### config.mk
export PLATFORM = sky130hd
export DESIGN_NAME = delta_adc_seq_flat
export DESIGN_NICKNAME = d
export VERILOG_FILES = /design/src/rtl/delta_adc_seq_if.sv /design/src/rtl/delta_adc_seq.sv /design/src/flat_wrapper.sv
export SDC_FILE = /design/constraint.sdc
export NUM_CORES = 1
export LEC_CHECK = 0
export BUFFER_PORTS_ARGS = -buffer_cell sky130_fd_sc_hd__buf_2
export CAP_MARGIN = 20
export CORE_MARGIN = 3
export CORE_UTILIZATION = 35
export CTS_BUF_LIST = sky130_fd_sc_hd__clkbuf_8
export DETAILED_ROUTE_END_ITERATION = 8
export HOLD_SLACK_MARGIN = 0.06
export PLACE_DENSITY = 0.59
export SLEW_MARGIN = 20
export SYNTH_ARGS = -nofsm -noshare
export SYNTH_HDL_FRONTEND = slang
export SYNTH_SLANG_ARGS = --single-unit
### constraint.sdc
create_clock -name clk -period 1.81 [get_ports clk]
set_input_delay 0.362 -clock clk [delete_from_list [all_inputs] [get_ports clk]]
set_output_delay 0.362 -clock clk [all_outputs]
set_load 0.005 [all_outputs]
### src/rtl/delta_adc_seq_if.sv
// Result channel of the delta ADC sequencer: one captured loop value per channel visit.
// Ports: res_valid/res_data/res_chan driven by the sequencer, res_ready by the consumer.
// A result is held unchanged until the cycle where res_valid && res_ready.
interface delta_adc_seq_if #(
  parameter int W  = 16,
  parameter int CW = 2
);
  logic          res_valid;
  logic          res_ready;
  logic [W-1:0]  res_data;
  logic [CW-1:0] res_chan;

  modport master (output res_valid, res_data, res_chan, input res_ready);
  modport slave  (input res_valid, res_data, res_chan, output res_ready);
endinterface

### src/rtl/delta_adc_seq.sv
// Delta ADC channel sequencer: walks enabled mux channels, presets the loop register from
// the channel's stored value, waits SETTLE_CYCLES, lets the loop run for STEPS strobes and
// returns the loop value. Latency per channel: 1 load + SETTLE_CYCLES + STEPS strobes + 1
// capture cycle. Backpressure: holds the result (and the whole scan) until res_ready.
// Ports: clk, reset (async active-low), start/cont/abort/ch_enable scan control,
// sampling_strb/adc_value_i from the loop, chan_sel/loop_load/loop_load_value/loop_run to
// the loop, busy status, res result handshake (master side).
module delta_adc_seq #(
  parameter  int W             = 16,
  parameter  int NCH           = 4,
  parameter  int SETTLE_CYCLES = 8,
  parameter  int STEPS         = 16,
  localparam int CW            = (NCH > 1) ? $clog2(NCH) : 1
) (
  input  logic           clk,
  input  logic           reset,
  input  logic           start,
  input  logic           cont,
  input  logic           abort,
  input  logic [NCH-1:0] ch_enable,
  input  logic           sampling_strb,
  input  logic [W-1:0]   adc_value_i,
  output logic [CW-1:0]  chan_sel,
  output logic           loop_load,
  output logic [W-1:0]   loop_load_value,
  output logic           loop_run,
  output logic           busy,
  delta_adc_seq_if.master res
);
  localparam int SW = $clog2(SETTLE_CYCLES + 1);
  localparam int TW = $clog2(STEPS + 1);

  typedef enum logic [2:0] {IDLE, LOAD, SETTLE, TRACK, CAPTURE, OUTPUT} state_t;

  state_t         state;
  logic [W-1:0]   stored [NCH];
  logic [NCH-1:0] mask_q;
  logic           cont_q;
  logic [SW-1:0]  settle_cnt;
  logic [TW-1:0]  step_cnt;
  logic           valid_q;
  logic [W-1:0]   data_q;
  logic [CW-1:0]  chan_q;

  // {found, index} of the lowest set bit of m at or above position 'from'.
  function automatic logic [CW:0] pick(input logic [NCH-1:0] m, input int from);
    logic [CW:0] r;
    r = '0;
    for (int i = NCH - 1; i >= 0; i--) begin
      if (m[i] && i >= from) r = {1'b1, CW'(i)};
    end
    return r;
  endfunction

  logic [CW:0]   first_new;
  logic [CW:0]   next_hi;
  logic          load_go;
  logic          wrap;
  logic [CW-1:0] load_idx;

  always_comb begin
    first_new = pick(ch_enable, 0);
    next_hi   = pick(mask_q, int'(chan_sel) + 1);
    load_go   = 1'b0;
    wrap      = 1'b0;
    load_idx  = first_new[CW-1:0];
    if (state == IDLE) begin
      load_go = start && first_new[CW];
    end else if (state == OUTPUT && res.res_ready) begin
      if (next_hi[CW]) begin
        load_go  = 1'b1;
        load_idx = next_hi[CW-1:0];
      end else if (cont_q) begin
        // end of pass in continuous mode: restart from the freshly sampled mask
        wrap    = 1'b1;
        load_go = first_new[CW];
      end
    end
  end

  always_ff @(posedge clk or negedge reset) begin
    if (!reset) begin
      state           <= IDLE;
      chan_sel        <= '0;
      loop_load       <= 1'b0;
      loop_load_value <= '0;
      loop_run        <= 1'b0;
      busy            <= 1'b0;
      valid_q         <= 1'b0;
      data_q          <= '0;
      chan_q          <= '0;
      mask_q          <= '0;
      cont_q          <= 1'b0;
      settle_cnt      <= '0;
      step_cnt        <= '0;
      for (int i = 0; i < NCH; i++) stored[i] <= {1'b1, {(W-1){1'b0}}};
    end else if (abort) begin
      state     <= IDLE;
      valid_q   <= 1'b0;
      loop_run  <= 1'b0;
      loop_load <= 1'b0;
      busy      <= 1'b0;
    end else begin
      case (state)
        IDLE: begin
          if (load_go) begin
            mask_q <= ch_enable;
            cont_q <= cont;
          end
        end
        LOAD: begin
          loop_load <= 1'b0;
          state     <= SETTLE;
        end
        SETTLE: begin
          if (settle_cnt == SW'(SETTLE_CYCLES - 1)) begin
            state    <= TRACK;
            loop_run <= 1'b1;
          end else begin
            settle_cnt <= settle_cnt + 1'b1;
          end
        end
        TRACK: begin
          // loop_run stays high through the STEPS-th strobe so that step is applied
          if (sampling_strb) begin
            if (step_cnt == TW'(STEPS - 1)) begin
              state    <= CAPTURE;
              loop_run <= 1'b0;
            end else begin
              step_cnt <= step_cnt + 1'b1;
            end
          end
        end
        CAPTURE: begin
          stored[chan_sel] <= adc_value_i;
          data_q           <= adc_value_i;
          chan_q           <= chan_sel;
          valid_q          <= 1'b1;
          state            <= OUTPUT;
        end
        OUTPUT: begin
          if (res.res_ready) begin
            valid_q <= 1'b0;
            state   <= IDLE;
            busy    <= 1'b0;
            if (wrap) mask_q <= ch_enable;
          end
        end
        default: state <= IDLE;
      endcase
      // Entering LOAD (from IDLE or after a handshake) overrides the case defaults above.
      if (load_go) begin
        state           <= LOAD;
        chan_sel        <= load_idx;
        loop_load       <= 1'b1;
        loop_load_value <= stored[load_idx];
        busy            <= 1'b1;
        settle_cnt      <= '0;
        step_cnt        <= '0;
      end
    end
  end

  assign res.res_valid = valid_q;
  assign res.res_data  = data_q;
  assign res.res_chan  = chan_q;
endmodule
### src/flat_wrapper.sv
// flat-port wrapper written by rule: the top's interface ports become plain ports
module delta_adc_seq_flat 
#(
  parameter  int W             = 16,
  parameter  int NCH           = 4,
  parameter  int SETTLE_CYCLES = 8,
  parameter  int STEPS         = 16,
  localparam int CW            = (NCH > 1) ? $clog2(NCH) : 1
)
  (clk, reset, start, cont, abort, ch_enable, sampling_strb, adc_value_i, chan_sel, loop_load, loop_load_value, loop_run, busy, res_res_valid, res_res_data, res_res_chan, res_res_ready);
  delta_adc_seq_if #(.W(W)) res_i ();
  input  logic clk;
  input  logic reset;
  input  logic start;
  input  logic cont;
  input  logic abort;
  input  logic [NCH-1:0] ch_enable;
  input  logic sampling_strb;
  input  logic [W-1:0] adc_value_i;
  output logic [CW-1:0] chan_sel;
  output logic loop_load;
  output logic [W-1:0] loop_load_value;
  output logic loop_run;
  output logic busy;
  output wire logic [$bits(res_i.res_valid)-1:0] res_res_valid;
  output wire logic [$bits(res_i.res_data)-1:0] res_res_data;
  output wire logic [$bits(res_i.res_chan)-1:0] res_res_chan;
  input wire logic [$bits(res_i.res_ready)-1:0] res_res_ready;
  assign res_res_valid = res_i.res_valid;
  assign res_res_data = res_i.res_data;
  assign res_res_chan = res_i.res_chan;
  assign res_i.res_ready = res_res_ready;
  delta_adc_seq #(.W(W), .NCH(NCH), .SETTLE_CYCLES(SETTLE_CYCLES), .STEPS(STEPS)) u_core (.clk(clk), .reset(reset), .start(start), .cont(cont), .abort(abort), .ch_enable(ch_enable), .sampling_strb(sampling_strb), .adc_value_i(adc_value_i), .chan_sel(chan_sel), .loop_load(loop_load), .loop_load_value(loop_load_value), .loop_run(loop_run), .busy(busy), .res(res_i));
endmodule
# Word level (Yosys, flattened, before mapping)
# Index checks and enable logic that the tools add are counted.
# word_totals
reg_bits	121
latchBits	0
ramBits	0
mem_bits_ro	0
input_bits	27
word_cells	135
memories	0
# op_classes
add_sub_neg	3
n_mul	0
n_div	0
magnitude_cmp	7
eq_ne	21
n_shift	0
n_mux	57
n_bitwise	3
reduce_logical	27
# ops
op	n
64-bit bitwise mux	1
3-bit by 32-bit >= comparator with 1-bit output, first input constant	2
16-bit two-way mux	3
3-bit two-way mux	14
16-bit binary-select mux with 2-bit select	1
16-bit demux with 2-bit select	1
1-bit by 32-bit >= comparator with 1-bit output, first input constant	1
2-bit by 32-bit >= comparator with 1-bit output, first input constant	1
4-bit two-way mux	6
1-bit two-way mux	20
5-bit two-way mux	4
3-bit case mux with 6 select lines	1
3-bit nonzero test	5
5-bit AND reduction	2
3-bit by 2-bit != test with 1-bit output, second input constant	3
2-bit by 1-bit != test with 1-bit output, second input constant	4
4-bit by 2-bit != test with 1-bit output, second input constant	2
4-bit by 3-bit != test with 1-bit output, second input constant	2
4-bit case mux with 2 select lines	1
2-bit AND reduction	4
4-bit AND reduction	2
2-bit nonzero test	4
1-bit logical AND	7
3-bit by 2-bit == test with 1-bit output, second input constant	2
other kinds (17)	25

# Logic depth before layout (Yosys ltp)
# depth
depth_word	14
ltp_mapped	9
ltp_nobuf	8

# Worst setup path after synthesis
# Ideal clock, no wire load.
# synth_timing
kind	register to register
from	register u_core.chan_sel[0]
to	register u_core.loop_load_value[0]
setup_time_ns	0.121
arrival_time_ns	1.823
t_required_ns	1.689
slack_ns	-0.134
path_stages_with_launch	10
path_buffers	3
path_cell_list	dfrtp_1 > buf_4 > nor2b_4 > nor3_2 > o32a_1 > buf_6 > buf_8 > mux2i_1 > a21oi_1 > a22o_1
# synth_via
elab_chain_cells	14
word_cells_on_any_way	24
classes_between	add/sub: 1; order compare: 4; mux: 13; bitwise: 1; reduce/logical: 5
# synth_lines
item	line	rtl
from (decl)	delta_adc_seq.sv:23	output logic [CW-1:0] chan_sel,
from (signal assigned)	delta_adc_seq.sv:154	chan_sel <= load_idx;
2-bit by 1-bit adder with 3-bit output (*)	delta_adc_seq.sv:63	next_hi = pick(mask_q, int'(chan_sel) + 1);
3-bit by 32-bit >= comparator with 1-bit output	delta_adc_seq.sv:50	if (m[i] && i >= from) r = {1'b1, CW'(i)};
1-bit logical AND	delta_adc_seq.sv:50	
3-bit two-way mux (3 in series)	delta_adc_seq.sv:50	
3-bit two-way mux (*)	delta_adc_seq.sv:50	
2-bit two-way mux	delta_adc_seq.sv:70	if (next_hi[CW]) begin
2-bit two-way mux	delta_adc_seq.sv:69	end else if (state == OUTPUT && res.res_ready) begin
2-bit two-way mux	delta_adc_seq.sv:67	if (state == IDLE) begin
2-bit NOT with 3-bit output (implied by the code)	delta_adc_seq.sv:156	loop_load_value <= stored[load_idx];
16-bit binary-select mux with 2-bit select	delta_adc_seq.sv:156	
16-bit two-way mux (implied by the code) (2 in series)	delta_adc_seq.sv:156	
to (signal assigned)	delta_adc_seq.sv:156	
to (decl)	delta_adc_seq.sv:25	output logic [W-1:0] loop_load_value,
# Every way passes the cells marked *; elsewhere a longest branch is shown, timed or not. The select of a mux whose other input is x is not followed.
# A chain may end at the register's enable or synchronous reset.

# Worst setup path after layout
# layout_timing
from	register u_core.state[1]
to	register u_core.loop_load_value[12]
# layout_via
elab_chain_cells	8
word_cells_on_any_way	12
classes_between	eq/ne: 1; mux: 7; bitwise: 1; reduce/logical: 3
# layout_lines
item	line	rtl
from (decl)	delta_adc_seq.sv:35	state_t state;
from (signal assigned)	delta_adc_seq.sv:83	state <= IDLE;
from (signal assigned)	delta_adc_seq.sv:98	state <= IDLE;
from (signal assigned)	delta_adc_seq.sv:113	state <= SETTLE;
3-bit == test	delta_adc_seq.sv:69	
1-bit logical AND	delta_adc_seq.sv:69	
2-bit two-way mux	delta_adc_seq.sv:69	
2-bit two-way mux	delta_adc_seq.sv:67	
2-bit NOT with 3-bit output (implied by the code)	delta_adc_seq.sv:156	
16-bit binary-select mux with 2-bit select	delta_adc_seq.sv:156	
16-bit two-way mux (implied by the code) (2 in series)	delta_adc_seq.sv:156	
# Parallel ways exist; a longest one is shown, timed or not. The select of a mux whose other input is x is not followed.

==> flow_summary.json <==
{
  "outcome": "complete, but fails checks",
  "failed_checks": "setup timing",
  "setup_total_negative_slack_ns": -2.50,
  "diodes": 0,
  "antenna_found_initial": 0,
  "maxSlewHeadroom": 0.736,
  "parity_gate_share_of_the_synthesized_area_counting_xor_and_xnor_cells": 0.00311,
  "cp_top_family": "compound AO/OA/AOI/OAI gates",
  "rsz0062_at_grt": "true",
  "cpMaxStageDelayCell": "dfrtp_1",
  "design.portCount": 67,
  "post-place-cells": 770,
  "critPathMaxFanout": 7,
  "ctsRootBufferMaster": "clkbuf_8",
  "first_global_vias": 4324,
  "final_min_period_over_clock_period": 1.07,
  "fp.dieArea_um2": 17700,
  "clk_latency_ns": 0.44,
  "power-per-cell-area_nw_per_um2": 926,
  "timing_hold_violations_final": 0,
  "synth.area.top_cells": "dfrtp_1 (51%), mux2_2 (14%), mux2_1 (3.4%)",
  "maxClockFrequency_mhz": 518,
  "cell_chain_critical_path": "nand4b_4 -> nor4b_4 -> o32a_1 -> buf_6 -> mux2i_1 -> a21oi_1 -> a22o_1",
  "synth_enable_flop_cells": 0,
  "drt-pass1-iter-count": 4,
  "worst_hold_startpoint": "cont",
  "clock_tree_buffer_depth": 2,
  "ys_top_cells_by_count": "dfrtp_1 (116), mux2_2 (70), nor2_1 (29)",
  "required_ns": 2.14,
  "wire_length_of_the_first_global_routing_pass_um": 22700,
  "finalClockSkew_ns": 0.0141,
  "wire_per_inst_um": 17.6,
  "synthesis.instances": 456,
  "placement.io_buffers": 66,
  "setup.worst_path.start": "u_core.state[1]",
  "layout.nets": 621,
  "fill_cells": 1421,
  "initial_utilization": 0.364,
  "worst_ep_arrival_ns": 2.26,
  "synth_top_family_by_area": "multiplexers",
  "criticalPathCategory": "reg -> reg",
  "die_height_um": 133,
  "whs_ns": 0.154,
  "synthToLayoutAreaGrowth_pct": 30.0,
  "yosysMostFrequentCell": "dfrtp_1",
  "globalRouteTotalUtil": 0.165,
  "p_leak_nw": 3.56,
  "vdd.ir_drop.worst_uv": 454,
  "max_capacitance_violation_count": 0,
  "hold_class": "in -> reg",
  "count_of_vias_placed_by_the_detailed_router": 4331,
  "final_area_um2": 7330,
  "cts_tree": "yes",
  "slew_viol_final": 0,
  "end_kind": "flip-flop",
  "ys_ff_latch": 120,
  "report.power.total_mw": 6.79,
  "route.final.wire_length_um": 14400,
  "postSynthAreaPerCell_um2": 12.4,
  "dp_hpwl_um": 9590,
  "floorplan.rows": 45,
  "globalRoute.totalOverflow": 0,
  "finalSetupViolCount": 43,
  "synth_compound_area_frac": 0.147,
  "fin_util": 0.474,
  "tightestPinTransition_ns": 0.396,
  "worstReg2RegStart": "u_core.state[1]",
  "post_dp_cell_area_um2": 6680,
  "numClockSinks": 120,
  "proportion_of_netlist_area_held_by_the_largest_area_contributor": 0.515,
  "standard_cell_core_area_um2": 15500,
  "critPathLaunchType": "flip-flop",
  "drcViolationCount": 0,
  "final.min_clock_period_ns": 1.93,
  "drt_iter0_drc": 175,
  "final.setup.worst_slack_ns": -0.119,
  "synth_async_reset_ratio": 1.00,
  "pin_count_of_the_biggest_net_entering_global_routing": 43,
  "postSynthNetCount": 486,
  "instances_no_fill": 815,
  "post_route_cells_drive_above_1_share": 0.498,
  "synth_simple_gate_area_frac": 0.0776,
  "synthAdderAreaFrac": 0.00665,
  "max_stage_delay_ns": 0.38,
  "synthDominantAreaCellType": "dfrtp_1",
  "register_area_um2": 3010,
  "count_of_cell_types_in_the_netlist": 57,
  "synth.yosys.seq_area_share": 0.533,
  "place_worst_setup_slack_ns": -0.205,
  "synth-main-ff-cell": "dfrtp_1",
  "die_w_um": 133,
  "cts_made_buffers": 17,
  "synth.yosys.warnings": 0,
  "vias_per_cell": 5.31,
  "maximum_level_of_the_cts_h_tree": 4,
  "gpl.final_weighted_congestion": 0.886,
  "synthesis.area_um2": 5640,
  "yosys-mux-area-fraction": 0.200,
  "worstPathBufferInverterCount": 1,
  "multiInputGateArea_um2": 2630,
  "clk_pin_slew_worst_paths_ns": 0.08,
  "postRouteAntennaNets": 0
}
[sequential cells by signal, summed over array words and instances (netlist names)]
signal,cells
u_core.stored,64
u_core.loop_load,1
u_core.cont_q,1
u_core.mask_q,3
u_core.step_cnt,5
u_core.res.res_chan,2
u_core.chan_sel,2
u_core.res.res_data,16
u_core.settle_cnt,4
u_core.state,3
u_core.res.res_valid,1
u_core.loop_load_value,16
u_core.busy,1
u_core.loop_run,1
[final timing paths]
path | to | slack, ns | cells past startpoint
max | u_core.loop_load_value[12] | -0.12 | 7
min | u_core.cont_q | 0.15 | 2
max reg2reg | u_core.loop_load_value[12] | -0.12 | 7
min reg2reg | u_core.loop_load_value[3] | 0.50 | 1
max in group asynchronous | u_core.stored[15] | 0.77 | 3
min in group asynchronous | u_core.cont_q | 0.38 | 2
[cell usage in the layout (no fill, tap or decap), drive strengths merged, types with 3 or more instances in the layout]
master / count
nor2b: 5
a22o: 16
nand3: 6
nand4: 3
a21oi: 25
buf: 142
ha: 3
nand3b: 3
o21ai: 26
o32a: 17
dfrtp: 116
nor2: 29
o21bai: 4
clkinv: 5
nor3: 5
mux2: 87
nand2: 11
inv: 9
and3: 3
dfstp: 4
clkbuf: 18
o22ai: 15
mux2i: 15
clkinvlp: 4
[power breakdown]
group | switching [mW] | leakage (nW) | internal, mW
Combinational | 0.652 | 1.78 | 0.708
Sequential | 0.170 | 1.58 | 2.89
Clock | 1.14 | 0.190 | 1.22
[logic make-up after synthesis]
family,count (synthesis)
AND/OR/NAND/NOR,78
multiplexers,102
XOR/XNOR,2
flip-flops,120
adder cells (fa/ha/maj),3
AO/OA/AOI/OAI,118
buffers and inverters,33
[what timing repair did]
action | 4_1_cts | 5_1_grt
setup endpoints to repair | 52 | 60
setup buffers | 4 | 7
hold endpoints to repair | 21 | 0
hold buffers | 1 | 0
resized for setup | 10 | 34
cloned | 0 | 1
pin swaps | 8 | 16
[routing by layer]
metal | up-vias | GRT usage | part of all wire
met5 | - | 0 | 0
met4 | 0 | 0.0658 | 0.013
met3 | 16 | 0.0479 | 0.046
met2 | 97 | 0.257 | 0.48
met1 | 2222 | 0.215 | 0.46
li1 | 1996 | - | -
[cell type report]
class | instances | share of cell area
Clock inverter | 15 | 0.0208
Inverter | 5 | 0.00256
Clock buffer | 17 | 0.0319
Multi-Input combinational cell | 303 | 0.359
Sequential cell | 120 | 0.411
Timing Repair Buffer | 144 | 0.139
Tap cell | 211 | 0.0360
No activity file was read; power rests on OpenSTA's default activity.
